`src/rtl/mod_inv_if.sv`:
```
// mod_inv_if: the request/response bundle for the modular inverter.
//   start  master->slave  request pulse, sampled only while the block is idle
//   a      master->slave  operand to invert, sampled with start
//   p      master->slave  modulus, sampled with start
//   busy   slave->master  high while iterating
//   done   slave->master  one-cycle completion pulse
//   c      slave->master  result a^-1 mod p, valid from done until the next accepted start
//   err    slave->master  no inverse / invalid operands, same lifetime as c
interface mod_inv_if #(
    parameter int LEN = 8
);
    logic           start;
    logic [LEN-1:0] a;
    logic [LEN-1:0] p;
    logic           busy;
    logic           done;
    logic [LEN-1:0] c;
    logic           err;

    modport master (output start, a, p, input  busy, done, c, err);
    modport slave  (input  start, a, p, output busy, done, c, err);
endinterface

```
`src/rtl/mod_inv.sv`:
```
// mod_inv: modular inverse c = a^-1 mod p by the binary extended Euclidean
// algorithm, one reduction step per clock.
//   clk  rising-edge clock
//   rst  synchronous active-high reset; aborts any calculation without a done pulse
//   bus  mod_inv_if.slave: start/a/p in, busy/done/c/err out
// Invariants while iterating: x1*a == u (mod p), x2*a == v (mod p), x1,x2 in [0,p-1].
module mod_inv #(
    parameter int LEN = 8
) (
    input  logic      clk,
    input  logic      rst,
    mod_inv_if.slave  bus
);
    typedef enum logic [1:0] {IDLE, CALC, DONE} state_t;

    state_t         state, state_n;
    logic [LEN-1:0] u, u_n, v, v_n;
    logic [LEN-1:0] x1, x1_n, x2, x2_n;
    logic [LEN-1:0] p_r, p_n;
    logic           bad, bad_n;
    logic [LEN-1:0] c_r, c_n;
    logic           err_r, err_n;

    // x/2 mod p for odd p: odd x becomes (x+p)/2, summed one bit wider so the
    // carry survives when p is close to 2^LEN-1.
    function automatic logic [LEN-1:0] halve(input logic [LEN-1:0] x, input logic [LEN-1:0] m);
        logic [LEN:0] s;
        s = x[0] ? ({1'b0, x} + {1'b0, m}) : {1'b0, x};
        return LEN'(s >> 1);
    endfunction

    // (x-y) mod m for x,y in [0,m-1]. When x<y, m-y is positive and
    // x+(m-y) < m, so the sum never exceeds LEN bits.
    function automatic logic [LEN-1:0] sub_mod(input logic [LEN-1:0] x, input logic [LEN-1:0] y,
                                               input logic [LEN-1:0] m);
        return (x >= y) ? (x - y) : (x + (m - y));
    endfunction

    always_ff @(posedge clk) begin
        if (rst) begin
            state <= IDLE;
            u     <= '0;
            v     <= '0;
            x1    <= '0;
            x2    <= '0;
            p_r   <= '0;
            bad   <= 1'b0;
            c_r   <= '0;
            err_r <= 1'b0;
        end else begin
            state <= state_n;
            u     <= u_n;
            v     <= v_n;
            x1    <= x1_n;
            x2    <= x2_n;
            p_r   <= p_n;
            bad   <= bad_n;
            c_r   <= c_n;
            err_r <= err_n;
        end
    end

    always_comb begin
        state_n = state;
        u_n     = u;
        v_n     = v;
        x1_n    = x1;
        x2_n    = x2;
        p_n     = p_r;
        bad_n   = bad;
        c_n     = c_r;
        err_n   = err_r;
        unique case (state)
            IDLE: begin
                if (bus.start) begin
                    state_n = CALC;
                    u_n     = bus.a;
                    v_n     = bus.p;
                    x1_n    = LEN'(1);
                    x2_n    = '0;
                    p_n     = bus.p;
                    // Operand check is latched here and acted on in the first
                    // CALC cycle, so bad requests cost exactly one CALC cycle.
                    bad_n   = (bus.a == '0) || (bus.a >= bus.p) || !bus.p[0] || (bus.p < LEN'(3));
                end
            end
            CALC: begin
                if (bad) begin
                    state_n = DONE;
                    c_n     = '0;
                    err_n   = 1'b1;
                end else if (u == LEN'(1) || v == LEN'(1)) begin
                    state_n = DONE;
                    c_n     = (u == LEN'(1)) ? x1 : x2;
                    err_n   = 1'b0;
                end else if (u == '0 || v == '0) begin
                    // gcd(a,p) > 1: no inverse exists
                    state_n = DONE;
                    c_n     = '0;
                    err_n   = 1'b1;
                end else if (!u[0]) begin
                    u_n  = u >> 1;
                    x1_n = halve(x1, p_r);
                end else if (!v[0]) begin
                    v_n  = v >> 1;
                    x2_n = halve(x2, p_r);
                end else if (u >= v) begin
                    u_n  = u - v;
                    x1_n = sub_mod(x1, x2, p_r);
                end else begin
                    v_n  = v - u;
                    x2_n = sub_mod(x2, x1, p_r);
                end
            end
            DONE:    state_n = IDLE;
            default: state_n = IDLE;
        endcase
    end

    assign bus.busy = (state == CALC);
    assign bus.done = (state == DONE);
    assign bus.c    = c_r;
    assign bus.err  = err_r;
endmodule

```
`src/flat_wrapper.sv`:
```
// flat-port wrapper written by rule: the top's interface ports become plain ports
module mod_inv_flat 
#(
    parameter int LEN = 8
)
  (clk, rst, bus_start, bus_a, bus_p, bus_busy, bus_done, bus_c, bus_err);
  mod_inv_if #(.LEN(LEN)) bus_i ();
  input  logic clk;
  input  logic rst;
  input wire logic [$bits(bus_i.start)-1:0] bus_start;
  input wire logic [$bits(bus_i.a)-1:0] bus_a;
  input wire logic [$bits(bus_i.p)-1:0] bus_p;
  output wire logic [$bits(bus_i.busy)-1:0] bus_busy;
  output wire logic [$bits(bus_i.done)-1:0] bus_done;
  output wire logic [$bits(bus_i.c)-1:0] bus_c;
  output wire logic [$bits(bus_i.err)-1:0] bus_err;
  assign bus_i.start = bus_start;
  assign bus_i.a = bus_a;
  assign bus_i.p = bus_p;
  assign bus_busy = bus_i.busy;
  assign bus_done = bus_i.done;
  assign bus_c = bus_i.c;
  assign bus_err = bus_i.err;
  mod_inv #(.LEN(LEN)) u_core (.clk(clk), .rst(rst), .bus(bus_i));
endmodule
```
`config.mk`:
```
export PLATFORM = sky130hd
export DESIGN_NAME = mod_inv_flat
export DESIGN_NICKNAME = d
export VERILOG_FILES = /design/src/rtl/mod_inv_if.sv /design/src/rtl/mod_inv.sv /design/src/flat_wrapper.sv
export SDC_FILE = /design/constraint.sdc
export NUM_CORES = 1
export LEC_CHECK = 0
export ABC_AREA = 1
export CORE_UTILIZATION = 35
export CTS_CLUSTER_DIAMETER = 80
export CTS_CLUSTER_SIZE = 40
export DETAILED_ROUTE_END_ITERATION = 10
export PLACE_DENSITY = 0.51
export SLEW_MARGIN = 10
export SYNTH_ARGS = -nofsm -noshare
export SYNTH_HDL_FRONTEND = slang
export SYNTH_SLANG_ARGS = --single-unit
```
`constraint.sdc`:
```
create_clock -name clk -period 5.2 [get_ports clk]
set_input_delay 0.78 -clock clk [delete_from_list [all_inputs] [get_ports clk]]
set_output_delay 0.78 -clock clk [all_outputs]
set_load 0.005 [all_outputs]
```
# [After elaboration in Yosys (flattened, before gate mapping)]
# Cells that the tools add are included.
[word_totals] ff_bits=52 input_bits=19 output_inout_bits=11
[op_classes] addsub=10 order_cmp=5 eq_ne=13 n_mux=48 reduce_logical=19
[ops] operator="8-bit two-way mux" count=34
[ops] operator="8-bit one-hot mux with 2 select lines" count=4
[ops] operator="8-bit subtractor" count=6
[ops] operator="8-bit greater-or-equal comparator" count=4
[ops] operator="8-bit zero test" count=3
[ops] operator="8-bit by 8-bit adder with 9-bit output" count=2
[ops] operator="9-bit two-way mux" count=2
[ops] operator="8-bit adder" count=2
[ops] operator="8-bit by 1-bit == test with 1-bit output (second input constant)" count=2
[ops] operator="7-bit AND reduction" count=2
[ops] operator="3-bit inequality test (second input constant)" count=3
[ops] operator="8-bit by 2-bit < comparator with 1-bit output (second input constant)" count=1
[ops] operator="2-bit two-way mux" count=4
[ops] operator="2-bit inequality test (second input constant)" count=4
[ops] operator="2-bit AND reduction" count=3
[ops] operator="6-bit AND reduction" count=1
[ops] operator="1-bit logical OR" count=5
[ops] operator="5-bit AND reduction" count=1
[ops] operator="4-bit by 1-bit inequality test with 1-bit output (second input constant)" count=1
[ops] operator="2-bit one-hot mux with 2 select lines" count=1
[ops] operator="1-bit two-way mux" count=3
[ops] operator="3-bit nonzero test" count=1
[ops] operator="2-bit by 1-bit == test with 1-bit output (second input constant)" count=1
[ops] operator="2-bit == test (second input constant)" count=1
[ops] operator="4 further kinds" count=4

# [Depth between registers and ports, before layout]
# Gate-level depths: netlist (run 1).
[depth] word_depth=10 mapped_depth=17 mapped_depth_nobuf=16

# [Least setup slack after synthesis (run 1)]
# No wires, ideal clock.
[synth_path] path_type="register to register" start="register u_core.x2[1]" end="register u_core.x2[4]" arrival_ns=2.302 t_required_ns=5.066 path_slack_ns=2.764 stages_incl_launch_ff=13 path_buffers=0 period_less_slack_ns=2.436 path_cell_list="dfxtp_1 -> inv_1 -> fa_1 -> inv_1 -> fa_1 -> nand3_1 -> nand3_1 -> xnor2_1 -> nand2_1 -> nand3_1 -> nand2_1 -> nand2_1 -> a21oi_1"
[synth_between] elab_chain_cells=9 word_cells_on_any_way=13 cone_classes="add/sub (3); order compare (1); mux (9)"
[synth_lines] element="from (decl)" line_no="mod_inv.sv:18" source="logic [LEN-1:0] x1, x1_n, x2, x2_n;"
[synth_lines] element="from (signal assigned)" line_no="mod_inv.sv:55" source="x2 <= x2_n;"
[synth_lines] element="8-bit adder, or another cell as far along" line_no="mod_inv.sv:36" source="return (x >= y) ? (x - y) : (x + (m - y));"
[synth_lines] element="8-bit two-way mux" line_no="mod_inv.sv:36"
[synth_lines] element="8-bit two-way mux" line_no="mod_inv.sv:107" source="end else if (u >= v) begin"
[synth_lines] element="8-bit two-way mux (*)" line_no="mod_inv.sv:104" source="end else if (!v[0]) begin"
[synth_lines] element="8-bit two-way mux (*)" line_no="mod_inv.sv:101" source="end else if (!u[0]) begin"
[synth_lines] element="8-bit two-way mux (*)" line_no="mod_inv.sv:96" source="end else if (u == '0 || v == '0) begin"
[synth_lines] element="8-bit two-way mux (*)" line_no="mod_inv.sv:92" source="end else if (u == LEN'(1) || v == LEN'(1)) begin"
[synth_lines] element="8-bit two-way mux (*)" line_no="mod_inv.sv:88" source="if (bad) begin"
[synth_lines] element="8-bit one-hot mux with 2 select lines (*)" line_no="mod_inv.sv:73" source="unique case (state)"
# Mark *: on every way between the ends. The rest lies on a longest branch, timed or not. The select of a mux whose other input is x is not followed.
# A chain may end at the register's enable or synchronous reset.

# [Worst setup path in the final report (run 1)]
[layout_path] start="register u_core.v[0]" end="register u_core.v[7]"
[layout_between] elab_chain_cells=8 word_cells_on_any_way=17 cone_classes="add/sub (1); order compare (1); eq/ne (4); mux (7); reduce/logical (4)"
[layout_lines] element="from (decl)" line_no="mod_inv.sv:17" source="logic [LEN-1:0] u, u_n, v, v_n;"
[layout_lines] element="from (signal assigned)" line_no="mod_inv.sv:53" source="v <= v_n;"
[layout_lines] element="8-bit subtractor" line_no="mod_inv.sv:111" source="v_n = v - u;"
[layout_lines] element="8-bit two-way mux" line_no="mod_inv.sv:107"
[layout_lines] element="8-bit two-way mux" line_no="mod_inv.sv:104"
[layout_lines] element="8-bit two-way mux" line_no="mod_inv.sv:101"
[layout_lines] element="8-bit two-way mux" line_no="mod_inv.sv:96"
[layout_lines] element="8-bit two-way mux" line_no="mod_inv.sv:92"
[layout_lines] element="8-bit two-way mux" line_no="mod_inv.sv:88"
[layout_lines] element="8-bit one-hot mux with 2 select lines" line_no="mod_inv.sv:73"
# Several ways; a longest one is shown, not always the timed one. The select of a mux whose other input is x is not followed.

==> results of run 1 <==
[sequential cells by signal (all words and copies together), names as in the netlist]
name and cells:
u_core.p_r 8, u_core.bus.err 1, u_core.state 2, u_core.bad 1
u_core.x1 8, u_core.bus.c 8, u_core.x2 8, u_core.v 8
u_core.u 8
[layer usage]
metal / vias up / GRT usage, % / wire [um]
li1: 3252 / - / -
met1: 2957 / 28.9 / 9680
met2: 190 / 41.4 / 10800
met5: - / 0 / 0
met3: 24 / 2.01 / 830
met4: 0 / 6.98 / 515
[worst min-delay path, stage by stage, from the launching register on]
cell and delay (ns):
dfxtp_1 0.31, nand2_1 0.06, a21oi_1 0.05
[logic make-up after synthesis]
logic type	count (synthesis)
DFF	52
adders and majority gates	98
buffers and inverters	189
AOI/OAI and AO/OA	187
and+or+nand+nor	457
xor gates and xnor gates	21
[cell usage after synthesis (2+ instances only)]
cell,count,area share [%]
clkbuf_1,10,0.58
nor2_1,60,3.5
nor3_1,4,0.31
inv_2,8,0.46
inv_1,150,8.6
nor4_1,2,0.19
a21oi_4,2,0.50
buf_2,6,0.46
fa_1,20,6.1
a21o_1,7,0.81
nand2_2,8,0.77
o21ai_1,9,0.69
buf_1,2,0.12
a21oi_1,87,6.7
o211ai_1,13,1.5
o21a_1,2,0.23
nand2_4,2,0.35
buf_6,6,1.0
o21ai_0,46,3.5
dfxtp_1,52,16
xor2_1,15,2.0
nand3_1,87,6.7
nor2_2,8,0.77
ha_1,78,15
buf_4,3,0.35
nand4_1,16,1.5
o21ai_2,2,0.27
nand2_1,254,15
o21bai_1,3,0.35
xnor2_1,6,0.81
nor2_4,2,0.35
a211oi_1,2,0.23
clkbuf_2,2,0.15
o31ai_1,3,0.35
nand3_2,9,1.4
a22oi_1,4,0.46
a21oi_2,5,0.67
or2_2,3,0.29
[worst paths after layout]
check                    end  slack, ns  cells past startpoint
min reg2reg  u_core.bus.c[3]       0.46                      2
max reg2reg      u_core.v[7]       1.86                     11
min          u_core.bus.c[3]       0.46                      2
max              u_core.v[7]       1.86                     11
[layout make-up]
class / instances / area [um^2]
Tap cell: 229 / 287
Inverter: 159 / 597
Multi-Input combinational cell: 763 / 4680
Clock inverter: 2 / 16.3
Clock buffer: 6 / 129
Fill cell: 1986 / 11000
Timing Repair Buffer: 32 / 313
Sequential cell: 52 / 1040
[per-stage QoR]
step	cell area, um^2	power [mW]
global placement	6920	2.49
CTS	7070	2.84
floorplan	6510	2.00
global route	7070	3.09
detailed placement	6920	2.48
finish	7070	2.84
[power by group]
group | total (mW) | internal, mW | switching, mW
Sequential | 0.572 | 0.459 | 0.113
Clock | 0.358 | 0.181 | 0.178
Combinational | 1.91 | 0.636 | 1.28
Total | 2.84 | 1.28 | 1.57
==> flow_metrics.env, run 1 <==
export IMPL_placementRows=49
export IMPL_initial_core_util_pct=36.0
export IMPL_drv_cap=0
export IMPL_fmaxAchievable_mhz=299
export IMPL_synth_xor_area_share_pct=2.82
export IMPL_post_cts_resized=0
export IMPL_grt_max_degree=33
export IMPL_pre_cts_ws_ns=1.93
export IMPL_holdBufCountCts=0
export IMPL_max_stage_delay_ns=0.84
export IMPL_cts_buffers=5
export IMPL_synth_seq_cells=52
export IMPL_clk_latency_ns=0.31
export IMPL_path_cells="inv_1 -> ha_1 -> nand2_1 -> inv_1 -> nand3_1 -> nand3_4 -> nand3_2 -> nand3_2 -> inv_2 -> o21ai_0 -> a21oi_1"
export IMPL_synth_top_family_by_area="simple AND/OR/NAND/NOR gates"
export IMPL_diodes=0
export IMPL_drcViolationCount=0
export IMPL_ant_nets=0
export IMPL_port_buffers=29
export IMPL_timing_rr_start="u_core.v[0]"
export IMPL_hpwl_mm=17.6
export IMPL_rsz0062_at_grt="no"
export IMPL_yosys_cell_types_count=44
export IMPL_vias=6423
export IMPL_worst_pin_slew_ns=0.796
export IMPL_fin_skew_ns=0.0103
export IMPL_grt_pass1_vias=6018
export IMPL_syn_nets=1121
export IMPL_routed_wirelength_mm=21.8
export IMPL_synth_flop_cell="dfxtp_1"
export IMPL_hold_class="reg -> reg"
export IMPL_leakagePower_nw=3.42
export IMPL_drt_iter0_drc=407
export IMPL_core_mm2=0.0181
export IMPL_endpoint_kind="flip-flop"
export IMPL_setup_tns_ns=0
export IMPL_die_area_mm2=0.0192
export IMPL_die_width_um=138
export IMPL_worstHoldStart="u_core.bus.c[3]"
export IMPL_irDropWorstVdd_uv=191
export IMPL_hold_slack_ns=0.463
export IMPL_powerDensity_mw_per_mm2=402
export IMPL_ys_warn_count=0
export IMPL_layout_setup_ws_ns=1.86
export IMPL_slowest_stage="dfxtp_1"
export IMPL_synthMuxAreaShare_pct=0
export IMPL_ios=30
export IMPL_post_drt_wl_per_cell_um=17.6
export IMPL_mostFrequentLayoutCells="nand2_1, inv_1, nand3_1, a21oi_1, ha_1"
export IMPL_cts_max_level=2
export IMPL_post_place_cells=1235
export IMPL_drt_pass1_iterations=5
export IMPL_period_minus_slack_ns=3.34
export IMPL_critPathRequiredTime_ns=5.44
export IMPL_postSynthCellCount=1004
export IMPL_post_cts_setup_buffers=0
export IMPL_viasPerCell=5.17
export IMPL_fin_crit_sh_pct=64.3
export IMPL_drive_above_1_share_pct=6.11
export IMPL_stdcell_count=1243
export IMPL_startpoint="u_core.v[0]"
export IMPL_die_h_um=138
export IMPL_overflow=0
export IMPL_final_common_cell="nand2_1"
export IMPL_antenna_found_initial=0
export IMPL_setup_violations=0
export IMPL_synth_edf_count=0
export IMPL_startpoint_type="flip-flop"
export IMPL_place_gp_congestion=0.914
export IMPL_path_buf_inv=3
export IMPL_slew_limit_headroom_pct=46.9
export IMPL_cts_max_path_buffers=2
export IMPL_clockRootBuffer="clkbuf_16"
export IMPL_status="finished clean"
export IMPL_worst_setup_path_type="reg -> reg"
export IMPL_clk_pin_slew_ns=0.08
export IMPL_cts_tree="built"
export IMPL_crit_family="buffers and inverters"
export IMPL_synthAdderAreaFrac_pct=21.1
export IMPL_fin_util_pct=39.1
export IMPL_drv_slew=0
export IMPL_path_max_fanout=20
export IMPL_synthArstFlopShare_pct=0
export IMPL_arrival_ns=3.58
export IMPL_finalHoldViolCount=0
export IMPL_syn2layout_area_growth_pct=8.51
export IMPL_synth_simple_area_share_pct=31.2
export IMPL_ys_seq_area_share_pct=16.0
export IMPL_nNetsFinal=1130
export IMPL_synth_compound_area_share_pct=16.7
export IMPL_clock_sinks=52
export IMPL_track_usage_pct=23.0
export IMPL_grt_first_pass_wirelength_mm=33.8
export IMPL_syn_cell_area_mm2=0.00651
export IMPL_syn_avg_cell_area_um2=6.49
Power figures use the tool's default switching activity.
==> inputs of run 2 (changes only) <==
==> constraint.sdc (replaced) <==
create_clock -name clk -period 3.3 [get_ports clk]
set_input_delay 0.495 -clock clk [delete_from_list [all_inputs] [get_ports clk]]
set_output_delay 0.495 -clock clk [all_outputs]
set_load 0.005 [all_outputs]
==> run 2 against run 1 <==
Register-to-register slack worse by 1.3 ns. First-iteration DRC count down 12%. Worst hold slack about the same. Setup slack worse by 1.3 ns. Sequential power up 50%. Non-clock buffer count up 15. Critical endpoint is now u_core.x2[6]. Highest routed layer unchanged.
==> flow_metrics.env, run 2 (synthesis results as in run 1) <==
export IMPL_post_cts_resized=0
export IMPL_ios=30
export IMPL_slowest_stage="fa_1"
export IMPL_cts_max_path_buffers=2
export IMPL_clk_pin_slew_ns=0.08
export IMPL_track_usage_pct=22.8
export IMPL_cts_tree="built"
export IMPL_path_max_fanout=8
export IMPL_rsz0062_at_grt="no"
export IMPL_holdBufCountCts=0
export IMPL_vias=6402
export IMPL_port_buffers=29
export IMPL_die_area_mm2=0.0192
export IMPL_final_common_cell="nand2_1"
export IMPL_worst_pin_slew_ns=0.727
export IMPL_post_drt_wl_per_cell_um=17.2
export IMPL_die_width_um=138
export IMPL_grt_pass1_vias=6170
export IMPL_n_fill_cell=1950
export IMPL_place_gp_congestion=0.871
export IMPL_die_h_um=138
export IMPL_r2r_end="u_core.x2[6]"
export IMPL_startpoint="u_core.x2[1]"
export IMPL_worst_path_most_repeated_cell="nand2_1"
export IMPL_drv_slew=0
export IMPL_fmaxAchievable_mhz=362
export IMPL_regArea_mm2=0.00104
export IMPL_clockRootBuffer="clkbuf_16"
export IMPL_drv_cap=0
export IMPL_nNetsFinal=1145
export IMPL_post_cts_setup_buffers=0
export IMPL_drcViolationCount=0
export IMPL_initial_core_util_pct=36.0
export IMPL_drt_pass1_iterations=5
export IMPL_period_minus_slack_ns=2.76
export IMPL_fin_crit_sh_pct=83.8
export IMPL_clk_latency_ns=0.30
export IMPL_syn2layout_area_growth_pct=11.3
export IMPL_slew_limit_headroom_pct=51.5
export IMPL_multi_input_area_mm2=0.00468
export IMPL_overflow=0
export IMPL_critPathRequiredTime_ns=3.53
export IMPL_dr_wl_met3_um=570
export IMPL_max_stage_delay_ns=0.59
export IMPL_mostFrequentLayoutCells="nand2_1, inv_1, nand3_1, a21oi_1, ha_1"
export IMPL_status="finished clean"
export IMPL_hold_class="reg -> reg"
export IMPL_core_mm2=0.0181
export IMPL_grt_max_degree=32
export IMPL_maxUsedRoutingLayer="met4"
export IMPL_arrival_ns=2.99
export IMPL_diodes=0
export IMPL_startpoint_type="flip-flop"
export IMPL_setup_violations=0
export IMPL_endpoint_kind="flip-flop"
export IMPL_placementRows=49
export IMPL_routedLengthMet1_mm=10.1
export IMPL_worst_r2r_setup_slack_ns=0.54
export IMPL_hpwl_mm=17.5
export IMPL_antenna_found_initial=0
export IMPL_irDropWorstVdd_uv=336
export IMPL_drt_iter0_drc=358
export IMPL_worst_setup_path_type="reg -> reg"
export IMPL_reg2reg_depth=13
export IMPL_leakagePower_nw=3.53
export IMPL_worstHoldPathCells=2
export IMPL_path_cells="inv_1 -> fa_1 -> inv_1 -> fa_1 -> nand4_1 -> nand3_1 -> nand2_1 -> nand2_1 -> nand2_1 -> nand2_1 -> nand2_1 -> nand3_1 -> a21oi_1"
export IMPL_drive_above_1_share_pct=7.58
export IMPL_cts_max_level=2
export IMPL_finalHoldViolCount=0
export IMPL_grt_first_pass_wirelength_mm=34.1
export IMPL_hold_slack_ns=0.463
export IMPL_powerDensity_mw_per_mm2=645
export IMPL_worstHoldStart="u_core.bus.c[6]"
export IMPL_cts_buffers=5
export IMPL_routed_wirelength_mm=21.6
export IMPL_timing_rr_start="u_core.x2[1]"
export IMPL_clock_sinks=52
export IMPL_viasPerCell=5.09
export IMPL_ant_nets=0
export IMPL_fin_skew_ns=0.00710
export IMPL_met2_length_mm=10.4
export IMPL_crit_path_end="u_core.x2[6]"
export IMPL_setup_tns_ns=0
run 2: cell count changes in the layout (fill, tap and decap cells not counted), sizes merged:
| cell | delta |
|---|---|
| clkinv | -1 |
| clkinvlp | -1 |
| bufinv | +3 |
| clkbuf | -1 |
| buf | +15 |
run 2: area by class of cell:
| cell class | count | area share [%] |
|---|---|---|
| tap | 229 | 3.95 |
| inverter | 159 | 8.23 |
| sequential | 52 | 14.4 |
| clock buffer | 5 | 1.73 |
| clock inverter | 3 | 1.24 |
| timing repair buffer | 47 | 5.87 |
| multi-input combinational | 763 | 64.6 |
run 2: worst min-delay path by stage:
stage	to	slack (ns)
3_5_place_dp	u_core.bus.c[6]	0.46
6_report	u_core.bus.c[6]	0.46
2_1_floorplan	u_core.bus.err	0.45
4_1_cts	u_core.bus.c[6]	0.47
5_1_grt	u_core.bus.c[0]	0.48
3_3_place_gp	u_core.bus.c[5]	0.46
run 2: power breakdown:
part,internal [mW],switching [mW]
Clock,0.512,0.260
Combinational,1.03,2.01
Sequential,0.724,0.136
run 2: metrics by stage:
| step | utilization (%) | setup slack [ns] | std cells | area, um^2 | total power [mW] |
|---|---|---|---|---|---|
| 5_1_grt | 40.1 | 0.313 | 1258 | 7250 | 5.08 |
| 2_1_floorplan | - | 0.864 | 1004 | 6510 | 3.16 |
| 3_3_place_gp | 38.9 | 0.567 | 1250 | 7030 | 3.92 |
| 6_report | 40.1 | 0.535 | 1258 | 7250 | 4.68 |
| 3_5_place_dp | 38.9 | 0.549 | 1250 | 7030 | 3.89 |
| 4_1_cts | 40.1 | 0.533 | 1258 | 7250 | 4.68 |
run 2: layer usage:
metal  vias to the layer above  global-route usage, %
li1                       3280                      -
met1                      2955                   30.0
met2                       141                   39.9
met3                        26                   1.91
met4                         0                   6.45
met5                         -                      0
run 2: worst max-delay path, delay by kind of cell, from the launching register on:
| family | cells | cell delay (ns) |
|---|---|---|
| adder cells (fa/ha/maj) | 2 | 1.07 |
| AND/OR/NAND/NOR | 8 | 0.62 |
| flip-flops | 1 | 0.53 |
| buffers and inverters | 2 | 0.33 |
| AO/OA/AOI/OAI | 1 | 0.13 |
==> RTL edit 1: new RTL, flow settings as in run 1 <==
Make the reset (`rst`) asynchronous in one clocked block. Comments in the files are not updated.
--- a/src/rtl/mod_inv.sv
+++ b/src/rtl/mod_inv.sv
@@ -36,7 +36,7 @@
         return (x >= y) ? (x - y) : (x + (m - y));
     endfunction
 
-    always_ff @(posedge clk) begin
+    always_ff @(posedge clk or posedge rst) begin
         if (rst) begin
             state <= IDLE;
             u     <= '0;
Function: differs if rst is asserted again (counterexample within 4 cycles, from zero or initial values and one cycle with rst high); with rst held inactive, the same outputs for 4 cycles.
==> RTL edit 1 against run 1 <==
The run now ends with design-rule violations left. Design area grew 1.2%. First-iteration DRC count increased by 28%. Synthesized area grew 1.2%. Non-clock buffer count fell by 2. Sequential cell count stayed put. Clock skew decreased by 5.9 ps. Wire length decreased by 4.1%. Global-route usage down 0.65 points. Worst setup slack lost 27 ps. Critical endpoint is now u_core.x2[6]. Largest cell class unchanged. Highest routed layer unchanged.
Power is not shown: default switching activity piles up to over one toggle a cycle in this logic, so the estimate is an artifact.
==> RTL edit 1: results (changes against run 1) <==
status:
  status: "finished, violations left"
  violations: "design-rule violations"
routing:
  vias: 6162  # -4.1%
  met2_length_mm: 9.12  # -15%
  met1_length_mm: 10.7  # +10%
  drt-total-wl_mm: 20.9  # -4.1%
  drc: 3  # +3
  drt_pass1_iterations: 7  # +2
  drtIter0Drc: 521  # +28%
critical_path:
  crit_fanout: 12  # -40%
  crit_end: "u_core.x2[6]"
  crit_path_max_incr_delay_ps: 510  # -330 ps
  rrSetupSlack_ps: 1830  # -30 ps
  crit_slowest_cell: "fa_1"
  rr_startpoint: "u_core.x2[0]"
synthesis:
  synth_seq_area_share_pct: 19.7  # +3.8 points
  synth.distinct_cells: 42  # -4.5%
  synth.avg_cell_area_sq_um: 6.67  # +2.9%
  netlist_top_cells_area: "dfrtp_1 20%, nand2_1 17%, ha_1 15%"
  syn_nets: 1105  # -1.4%
worst_hold_path:
  whs_path_depth: 1  # -1
  min_from: "u_core.bus.err"
final_layout:
  n_clock_buffer: 5  # -1
  clk_share_pct: 1.93  # -0.13 points
  nFillCells: 1989  # +0.15%
  nNonClkBuffers: 30  # -6.3%
  buffer_area_share_pct: 4.17  # -0.26 points
  nMultiInputCombCells: 743  # -2.6%
global_routing:
  use_met3_pct: 3.20  # +1.2 points
  grt_pass1_vias: 5895  # -2.0%
  grt_pass1_wl_mm: 33.2  # -1.7%
place:
  dp_hpwl_mm: 16.9  # -3.7%
  gp_congestion: 0.915  # about the same
  place_inst: 1220  # -1.2%
timing:
  clock_skew_ps: 4.37  # -5.95 ps
  tightest_slew_ps: 809  # +12.7 ps
  min_period_over_period_pct: 64.8  # +0.52 points
[RTL edit 1: cell types whose count changed after synthesis, moves of 7 or more]
cell      delta
dfrtp_1     +52
dfxtp_1     -52
nand2_1     +48
a21oi_1     -30
nor2_1      -26
o21ai_0     +12
inv_2        +7
nand4_1      -7
o211ai_1     -7
[RTL edit 1: worst max-delay path, delay by kind of cell, from the launching register on]
kind | cells | cell delay (ps)
and+or+nand+nor | 9 | 1160
buffers and inverters | 3 | 850
adders and majority gates | 2 | 740
DFF | 1 | 500
[RTL edit 1: kinds of logic after synthesis]
kind of cell	Yosys count	share of synthesized area (%)
AND/OR/NAND/NOR	465	31.1
adder cells (fa/ha/maj)	98	20.9
flip-flops	52	19.7
XOR/XNOR	26	3.45
AO/OA/AOI/OAI	154	12.8
buffers and inverters	193	12.0
==> RTL edit 2: new RTL, flow settings as in run 1 <==
Made on the original files. `LEN` is set to 8 in 3 places; all go to 16.
--- a/src/rtl/mod_inv_if.sv
+++ b/src/rtl/mod_inv_if.sv
@@ -7,7 +7,7 @@
 //   c      slave->master  result a^-1 mod p, valid from done until the next accepted start
 //   err    slave->master  no inverse / invalid operands, same lifetime as c
 interface mod_inv_if #(
-    parameter int LEN = 8
+    parameter int LEN = 16
 );
     logic           start;
     logic [LEN-1:0] a;
--- a/src/rtl/mod_inv.sv
+++ b/src/rtl/mod_inv.sv
@@ -5,7 +5,7 @@
 //   bus  mod_inv_if.slave: start/a/p in, busy/done/c/err out
 // Invariants while iterating: x1*a == u (mod p), x2*a == v (mod p), x1,x2 in [0,p-1].
 module mod_inv #(
-    parameter int LEN = 8
+    parameter int LEN = 16
 ) (
     input  logic      clk,
     input  logic      rst,
--- a/src/flat_wrapper.sv
+++ b/src/flat_wrapper.sv
@@ -1,7 +1,7 @@
 // flat-port wrapper written by rule: the top's interface ports become plain ports
 module mod_inv_flat 
 #(
-    parameter int LEN = 8
+    parameter int LEN = 16
 )
   (clk, rst, bus_start, bus_a, bus_p, bus_busy, bus_done, bus_c, bus_err);
   mod_inv_if #(.LEN(LEN)) bus_i ();
Ports: changed (resized bus_a, bus_c and bus_p); port bits go from 30 to 54. No check against the original RTL was run, so the function may have changed too.
==> RTL edit 2 against run 1 <==
Non-clock buffer count rose by 34. Worst setup slack worse by 690 ps. Synthesized cell count up 150%. Clock power increased by 110%. Synthesized area is 120% higher. Sequential cell count up 48. Total power is 100% higher. Highest routed layer unchanged. Largest power group unchanged. Design area rose by 120%. Wire length rose to 3.1 times the old value. Critical path depth increased by 4. Critical path type unchanged.
==> RTL edit 2: results (changes against run 1) <==
cts:
  cts-root-buf: "clkbuf_16"
  cts-resized-gates: 0  # unchanged
  cts.htree.levels: 3  # +1
  cts.clk_slew.worst_paths_ps: 90
  insertion_delay_ps: 410  # +100 ps
  numCtsBuffers: 9  # +4
  post-cts-setup-buffers: 0  # unchanged
  cts_buffer_depth: 2  # unchanged
power_and_ir_drop:
  p_comb_w: 0.00404  # +110%
  power_density_mw_per_mm2: 367  # -8.8%
  ir_drop_uv: 218  # +14%
  p_sw_w: 0.00341  # +120%
  clkPwrFrac_pct: 13.2  # +0.6 points
  p_leak_nw: 8.24  # +140%
global_routing:
  grt_pass1_vias: 14900  # +150%
  grt_start_max_net_pins: 52  # +58%
  track_usage_pct: 31.9  # +8.9 points
  grt_pass1_wl_mm: 98.3  # +190%
synthesis:
  yosysWarningCount: 0  # unchanged
  synth.distinct_cells: 45  # +2.3%
  synth.avg_cell_area_sq_um: 5.87  # -9.5%
  async_flop_share_pct: 0  # unchanged
  synthTopCellsByCount: "759 x nand2_1, 405 x inv_1, 239 x a21oi_1, 206 x nand3_1, 176 x nor2_1"
  synthFlopType: "dfxtp_1"
  synth_seq_area_share_pct: 13.7  # -2.2 points
  netlist_top_cells_area: "nand2_1 20%, ha_1 14%, dfxtp_1 14%"
critical_path:
  path_class: "flip-flop to flip-flop"
  path_delay_family: "simple AND/OR/NAND/NOR gates"
  crit_fanout: 20  # unchanged
  cp_data_arrival_time_ps: 4300  # +720 ps
  crit_path_max_incr_delay_ps: 900  # +60 ps
  crit_start: "u_core.x1[0]"
place:
  gp_congestion: 1.02  # +12%
  dp_slack_ps: 1190  # -741 ps
  dp_hpwl_mm: 54.4  # +210%
  dpl-instance-area_sq_mm: 0.0155  # +120%
  portBuffers: 53  # +83%
routing:
  wl_per_cell_um: 22.1  # +26%
  vias: 16400  # +150%
  drt_pass1_iterations: 6  # +1
  drtIter0Drc: 1626  # +300%
worst_hold_path:
  hold_path.class: "flip-flop to flip-flop"
  min_from: "u_core.bus.c[5]"
status:
  status: "finished clean"
final_layout:
  insertedDiodeCount: 0  # unchanged
  drive_above_1_share_pct: 3.42  # -2.7 points
  fin_cells: 3019  # +140%
  fin_nets: 2719  # +140%
  nFillCells: 4642  # +130%
  multi_input_area_sq_mm: 0.0106  # +130%
timing:
  clock_skew_ps: 16.5  # +6.23 ps
  max-slew-margin-rel_pct: 21.4  # -25 points
[RTL edit 2: layer usage]
metal	global-route usage (%)	share of wire, %	vias up
met1	48.1	49	7759
met2	46.2	41	689
met3	5.47	7.8	68
met4	7.51	2.2	0
met5	0	0	-
li1	-	-	7836
[RTL edit 2: cells by family (layout without fill, tap and decap cells)]
kind of cell	Yosys count	in the layout	synth area share (%)
simple gates	1239	1239	36.1
buf+inv	493	498	13.5
flops	100	100	13.7
xor+xnor	44	44	2.65
fa+ha+maj	202	202	19.2
compound gates	404	404	14.9
[RTL edit 2: final timing paths]
kind,endpoint,slack (ps),depth (start not counted)
max,u_core.x1[13],1170,15
min,u_core.bus.c[5],470,2
max reg2reg,u_core.x1[13],1170,15
min reg2reg,u_core.bus.c[5],470,2
[RTL edit 2: layout make-up]
type,count,share of cell area (%)
Multi-Input combinational cell,1889,67.3
Timing Repair Buffer,66,3.95
Sequential cell,100,12.7
Clock buffer,9,1.43
Inverter,416,9.91
Clock inverter,7,0.492
Tap cell,532,4.22
